--- src/rtl/slp_infer_seq.sv ---
// Single-layer perceptron forward path: serial MAC over N weighted inputs, saturating output.
// Optional bias term enabled by defining SLP_BIAS_EN.

package slp_infer_seq_pkg;
  typedef enum logic {INT, FXP} dfmt_e;
  typedef struct packed {
    dfmt_e       fmt;
    logic        sign;
    int unsigned prec;
    int unsigned frac;
  } dconf_t;
endpackage

module slp_infer_seq import slp_infer_seq_pkg::*; #(
  parameter int unsigned N      = 4,
  parameter dconf_t      I_CONF = dconf_t'{INT, 1'b1, 8, 0},
  parameter dconf_t      W_CONF = dconf_t'{INT, 1'b1, 16, 0},
  parameter dconf_t      P_CONF = dconf_t'{INT, 1'b1, 8, 0},
  localparam int unsigned IW    = I_CONF.prec,
  localparam int unsigned WW    = W_CONF.prec,
  localparam int unsigned PW    = P_CONF.prec,
`ifdef SLP_BIAS_EN
  localparam int unsigned IDXW  = $clog2(N + 1)
`else
  localparam int unsigned IDXW  = $clog2(N)
`endif
) (
  input  logic            clk,
  input  logic            reset_,
  input  logic            w_we,
  input  logic [IDXW-1:0] w_idx,
  input  logic [WW-1:0]   w_data,
  input  logic            in_valid,
  output logic            in_ready,
  input  logic [IW-1:0]   in,
  output logic            out_valid,
  input  logic            out_ready,
  output logic [PW-1:0]   pred,
  output logic            ovf,
  output logic            udf,
  output logic            rounded
);

  localparam int unsigned AW   = IW + WW + $clog2(N);
  localparam int unsigned CW   = AW + 1;  // headroom for the optional bias term
  localparam int unsigned CNTW = $clog2(N);
  localparam int          SI   = int'(I_CONF.frac) + int'(W_CONF.frac) - int'(P_CONF.frac);
  localparam int unsigned SH   = (SI < 0) ? 0 : SI;
  localparam bit          ACC_SIGNED = I_CONF.sign || W_CONF.sign;

  localparam logic [CW-1:0] RMASK = (CW'(1) << SH) - CW'(1);
  localparam logic signed [CW-1:0] PMAX =
    P_CONF.sign ? ((CW'(1) << (PW - 1)) - CW'(1)) : ((CW'(1) << PW) - CW'(1));
  localparam logic signed [CW-1:0] PMIN = P_CONF.sign ? -(CW'(1) << (PW - 1)) : '0;

  if (SI < 0) begin : g_bad_shift
    $error("slp_infer_seq: prediction has more fraction bits than in*weight");
  end

  typedef enum logic [1:0] {StIdle, StAcc, StOut} state_e;

  state_e          state;
  logic [CNTW-1:0] cnt;
  logic [AW-1:0]   acc;
  logic [WW-1:0]   w_q [N];
`ifdef SLP_BIAS_EN
  logic [WW-1:0]   bias_q;
`endif

  logic [AW-1:0]          in_ext, w_ext, prod, acc_nxt;
  logic signed [CW-1:0]   sum, shr;
  logic [PW-1:0]          p_d;
  logic                   ovf_d, udf_d, rnd_d;

  always_comb begin
    in_ext  = I_CONF.sign ? AW'(signed'(in)) : AW'(in);
    w_ext   = W_CONF.sign ? AW'(signed'(w_q[cnt])) : AW'(w_q[cnt]);
    prod    = in_ext * w_ext;
    acc_nxt = acc + prod;
    sum     = ACC_SIGNED ? CW'(signed'(acc_nxt)) : CW'(acc_nxt);
`ifdef SLP_BIAS_EN
    sum     = sum + ((W_CONF.sign ? CW'(signed'(bias_q)) : CW'(bias_q)) << I_CONF.frac);
`endif
    shr     = sum >>> SH;
    rnd_d   = |(sum & RMASK);
    ovf_d   = 1'b0;
    udf_d   = 1'b0;
    if (shr > PMAX) begin
      p_d   = PMAX[PW-1:0];
      ovf_d = 1'b1;
    end else if (shr < PMIN) begin
      p_d   = PMIN[PW-1:0];
      udf_d = 1'b1;
    end else begin
      p_d   = shr[PW-1:0];
    end
  end

  always_ff @(posedge clk or negedge reset_) begin
    if (!reset_) begin
      state     <= StIdle;
      cnt       <= '0;
      acc       <= '0;
      in_ready  <= 1'b0;
      out_valid <= 1'b0;
      pred      <= '0;
      ovf       <= 1'b0;
      udf       <= 1'b0;
      rounded   <= 1'b0;
      for (int i = 0; i < int'(N); i++) w_q[i] <= '0;
`ifdef SLP_BIAS_EN
      bias_q    <= '0;
`endif
    end else begin
      unique case (state)
        StIdle: begin
          state    <= StAcc;
          acc      <= '0;
          cnt      <= '0;
          in_ready <= 1'b1;
        end
        StAcc: begin
          if (in_valid && in_ready) begin
            acc <= acc_nxt;
            if (cnt == CNTW'(N - 1)) begin
              state     <= StOut;
              cnt       <= '0;
              in_ready  <= 1'b0;
              out_valid <= 1'b1;
              pred      <= p_d;
              ovf       <= ovf_d;
              udf       <= udf_d;
              rounded   <= rnd_d;
            end else begin
              cnt <= cnt + CNTW'(1);
            end
          end
        end
        StOut: begin
          if (out_ready) begin
            state     <= StAcc;
            acc       <= '0;
            cnt       <= '0;
            out_valid <= 1'b0;
            in_ready  <= 1'b1;
          end
        end
        default: state <= StIdle;
      endcase
      // Nonblocking write after the MAC read gives read-before-write on the same index.
      if (w_we && (32'(w_idx) < N)) w_q[w_idx] <= w_data;
`ifdef SLP_BIAS_EN
      if (w_we && (32'(w_idx) == N)) bias_q <= w_data;
`endif
    end
  end

endmodule
--- config.mk ---
export PLATFORM = sky130hd
export DESIGN_NAME = slp_infer_seq
export DESIGN_NICKNAME = d
export VERILOG_FILES = /design/src/rtl/slp_infer_seq.sv
export SDC_FILE = /design/constraint.sdc
export NUM_CORES = 1
export LEC_CHECK = 0
export ABC_AREA = 0
export BUFFER_PORTS_ARGS = -buffer_cell sky130_fd_sc_hd__buf_2
export CAP_MARGIN = 5
export CORE_ASPECT_RATIO = 1.2
export CORE_MARGIN = 2
export CORE_UTILIZATION = 40
export DETAILED_ROUTE_END_ITERATION = 8
export HOLD_SLACK_MARGIN = 0.03
export PLACE_DENSITY = 0.62
export RECOVER_POWER = 50
export SLEW_MARGIN = 20
export SYNTH_ARGS = -nofsm -noshare
export SYNTH_HDL_FRONTEND = slang
export SYNTH_SLANG_ARGS = --single-unit
--- constraint.sdc ---
create_clock -name clk -period 19.4 [get_ports clk]
set_input_delay 1.94 -clock clk [delete_from_list [all_inputs] [get_ports clk]]
set_output_delay 1.94 -clock clk [all_outputs]
set_load 0.02 [all_outputs]
Word-level counts from Yosys, hierarchy flattened
Index checks and enable logic that the tools add are counted.
{"block": "op_classes", "n_lt_le_gt_ge": 5, "n_mul": 1, "eq_ne": 6, "bitwise": 2, "mux": 30, "reduce_logical": 10, "add_sub_neg": 2}
{"operator": "one-hot mux 26 bit (3 select lines)", "count": 1}
{"operator": "bitwise mux 64 bit", "count": 1}
{"operator": "2-to-1 mux 26 bit", "count": 2}
{"operator": "2-to-1 mux 16 bit", "count": 3}
{"operator": "binary-select mux 16 bit (select 2 bit)", "count": 1}
{"operator": "demux 16 bit (select 2 bit)", "count": 1}
{"operator": "adder 26 bit", "count": 1}
{"operator": "greater-than comparator 26 x 8 -> 1 bit, second input constant", "count": 1}
{"operator": "< comparator 26 x 8 -> 1 bit, second input constant", "count": 1}
{"operator": "multiplier 8 x 16 -> 24 bit", "count": 1}
{"operator": "2-to-1 mux 8 bit", "count": 2}
{"operator": "2-to-1 mux 2 bit", "count": 6}
{"operator": "one-hot mux 2 bit (3 select lines)", "count": 2}
{"operator": "2-to-1 mux 1 bit", "count": 9}
{"operator": "AND reduction 3 bit", "count": 3}
{"operator": "AND reduction 4 bit", "count": 2}
{"operator": "greater-or-equal comparator 3 bit, second input constant", "count": 2}
{"operator": "!= test 2 bit, second input constant", "count": 3}
{"operator": "inverter 2 -> 3 bit", "count": 2}
{"operator": "equality test 2 bit, second input constant", "count": 2}
{"operator": "< comparator 3 x 1 -> 1 bit, second input constant", "count": 1}
{"operator": "one-hot mux 1 bit (3 select lines)", "count": 1}
{"operator": "nonzero test 3 bit", "count": 1}
{"operator": "adder 2 x 1 -> 2 bit, second input constant", "count": 1}
{"operator": "other kinds (5)", "count": 6}
{"block": "word_totals", "word_cells": 68, "output_inout_bits": 13, "ff_bits": 106, "in_bits": 31}

Logic depth before layout (Yosys ltp)
{"block": "logic_depth", "word_depth": 9, "ltp_mapped": 33, "depth_no_buf": 30}

Worst setup path after synthesis
Ideal clock, no wire load.
{"block": "synth_timing", "kind": "input to register", "startpoint": "input port in[7]", "endpoint": "register pred[3]", "setup_ns": 0.140, "setup_slack_ns": 11.013, "path_buffers": 1, "required_time_ns": 19.260, "stages": 27, "arrival_time_ns": 8.247, "path_cell_list": "inv_1 > clkbuf_1 > nor2_1 > fa_1 > fa_1 > fa_1 > inv_1 > fa_1 > inv_1 > ha_1 > inv_1 > o21bai_1 > a21o_1 > a21oi_1 > o21ai_0 > a2111oi_0 > nor2_1 > ha_1 > a21o_1 > a21o_1 > a21o_1 > a221o_1 > or3_1 > a32oi_1 > nand4_1 > o211ai_2 > o211ai_1"}
{"block": "synth_between", "elab_chain_len": 5, "elab_cells_between_ends": 6, "cone_classes": "1 x add/sub; 1 x mul; 2 x order compare; 2 x mux"}
{"item": "start, declared", "line": "35", "rtl": "input logic [IW-1:0] in,"}
{"item": "multiplier 8 x 16 -> 24 bit *", "line": "78", "rtl": "prod = in_ext * w_ext;"}
{"item": "adder 26 bit *", "line": "79", "rtl": "acc_nxt = acc + prod;"}
{"item": "< comparator 26 x 8 -> 1 bit", "line": "91", "rtl": "end else if (shr < PMIN) begin"}
{"item": "2-to-1 mux 8 bit", "line": "91"}
{"item": "2-to-1 mux 8 bit *", "line": "88", "rtl": "if (shr > PMAX) begin"}
{"item": "end signal, assigned", "line": "130", "rtl": "pred <= p_d;"}
{"item": "end, declared", "line": "38", "rtl": "output logic [PW-1:0] pred,"}
Every way passes the cells marked *; elsewhere a longest branch is shown, timed or not.
A chain may end at the register's enable or synchronous reset.

Worst setup path in the final report
Ends and elaborated chain as after synthesis.

==> flow_metrics.tcl <==
set metrics [dict create \
    drtAntennaViolNets 0 \
    cp_max_fo 14 \
    endpoint_kind "flip-flop" \
    grt_max_degree 77 \
    die_area_mm2 0.0279 \
    cts_buffer_depth 2 \
    yosysMostFrequentCell "inv_1" \
    areaGrowthSynthToFinish_pct 8.13 \
    use_met2 0.309 \
    netlist_top_cells_area "dfrtp_1 25%, fa_1 20%, ha_1 8.8%, mux2_2 6.9%, inv_1 5.9%" \
    synthTopCellsByCount "166 x inv_1, 106 x dfrtp_1, 104 x fa_1, 97 x and2_1, 75 x ha_1" \
    drt_iter0_markers 358 \
    max_freq_mhz 114 \
    grt_usage 0.182 \
    drcViolationCount 0 \
    setup_tns_ps 0 \
    synth-seq-area-share 0.249 \
    nets 1295 \
    root_buffer "clkbuf_16" \
    outcome "finished with violations" \
    synth_top_area_share 0.249 \
    coreArea_mm2 0.0262 \
    hold_viol 0 \
    rsz0062_at_grt "false" \
    die_h_um 183 \
    vias_per_cell 5.38 \
    setup_violations 0 \
    first_pass_iters 5 \
    grt_pass1_wl_mm 40.6 \
    clkLatencyLatePin_ps 360 \
    antenna_found_initial 0 \
    violations "max-capacitance violations, max-slew violations" \
    dp_hpwl_mm 19.3 \
    clk_pin_slew_ps 70 \
    ys_seq_elements 106 \
    cts_resized 0 \
    synth_cell_types 69 \
    syn_area_mm2 0.0106 \
    syn-mean-instance-area_um2 10.0 \
    nFillCells 2548 \
    critPathKind "input pin to flip-flop" \
    ff2ff_setup_slack_ps 10880 \
    die_x_um 153 \
    cts_sinks 106 \
    io_buffers 42 \
    hold_buffers 0 \
    gr-usage-met3 0.0245 \
    drive_gt1_frac 0.140 \
    numCtsBuffers 9 \
    synth_ff_type "dfrtp_1" \
    required_ps 19630 \
    slew_headroom -1.79 \
    synth.net_count 1269 \
    drv_cap 2 \
    hold_path_class "flip-flop to flip-flop" \
    gp_congestion 0.816 \
    design.portCount 44 \
    critPathLaunchType "input pin" \
    use_met1 0.246 \
    cts_setup_buffers 0 \
    worst_pin_slew_ps 4190 \
    cts_tree "built" \
    wl_per_cell_um 17.2 \
    grt_pass1_vias 7824 \
    period_share 0.453 \
    synth_edf_count 0 \
    fin_crit_ps 8800 \
    grt_overflow_total 0 \
    cp.arrival_ps 9030 \
    synthCells 1059 \
    yosysWarnings 0 \
    diodes 0 \
    fin_skew_ps 11.0 \
    synth_top_area_cell "dfrtp_1" \
    async_flop_share 1.00 \
    drt-total-wl_mm 24.5 \
    vias 7660 \
    busiest_layer "met2" \
    htree_levels 3 \
    drv_slew 109 \
    placementRows 65 \
    initial_core_util 0.406 \
]
layout by cell type, fill, tap and decap left out, drive strengths merged, types with 33 or more instances in the layout:
master  instances
and2           97
dfrtp         106
ha             75
inv           168
buf            39
nand2          69
a21oi          35
o21ai          37
fa            104
mux2           65
nor2           33
path summary, 6_finish.rpt:
| kind | from | endpoint | cells after the start |
|---|---|---|---|
| setup / recovery | in[7] | pred[3] | 27 |
| hold / removal | udf | udf | 1 |
| setup reg to reg | cnt[1] | pred[3] | 27 |
| hold reg to reg | udf | udf | 1 |
| max in group asynchronous | reset_ | acc[21] | 2 |
| min in group asynchronous | reset_ | w_q[56] | 1 |
worst max-delay path, stage by stage:
cell       delay [ps]
buf_2             130
inv_1             370
nor2_1            140
fa_1              520
fa_1              530
fa_1              570
inv_1              60
fa_1              530
inv_1              40
ha_1              330
inv_1              70
o21bai_1           80
a21o_1            200
a21oi_1           280
o21ai_0           150
a2111oi_0         430
nor2_1            110
ha_1              360
a21o_1            200
a21o_1            210
a21o_1            210
a221o_1           340
or3_1             370
a32oi_1           230
nand4_1           180
o211ai_2          290
o211ai_1          130
cell families (layout without fill, tap and decap cells):
kind of cell | after synthesis | in the layout | synth area share
other | 1 | 1 | 0.000353
adder cells (fa/ha/maj) | 179 | 179 | 0.284
multiplexers | 83 | 83 | 0.105
AND/OR/NAND/NOR | 271 | 271 | 0.138
AO/OA/AOI/OAI | 184 | 184 | 0.122
flip-flops | 106 | 106 | 0.249
buffers and inverters | 197 | 227 | 0.0700
XOR/XNOR | 38 | 38 | 0.0313
per-stage QoR:
step                      instances  hold WS, ps  setup slack (ps)  utilization  area, um2
after floorplan                1059          456             11010            -      10600
after global placement         1409          464             10400        0.427      11200
after detailed placement       1409          472             10230        0.427      11200
after CTS                      1424          489             10620        0.440      11500
after global routing           1424          515             10070        0.439      11500
final                          1424          485             10600        0.439      11500
layout make-up:
class                   instances  area, um2  share of cell area
clock buffers                  10        239              0.0208
clock inverters                 5       85.1             0.00740
repair buffers                 46        226              0.0197
flip-flops and latches        106       2650               0.231
multi-input cells             756       7250               0.631
inverters                     166        623              0.0542
well taps                     335        419              0.0364
state kept, by name (all words and copies together) (netlist names):
signal and cells:
acc 26, out_valid 1, ovf 1, state 2
cnt 2, in_ready 1, udf 1, w_q 64
pred 8
layer usage:
metal	wire, um	share of wire	vias up
li1	-	-	3605
met1	11300	0.46	3924
met2	12100	0.49	99
met3	685	0.028	32
met4	429	0.017	0
met5	0	0	-
Power is not shown: default switching activity piles up to over one toggle a cycle in this logic, so the estimate is an artifact.
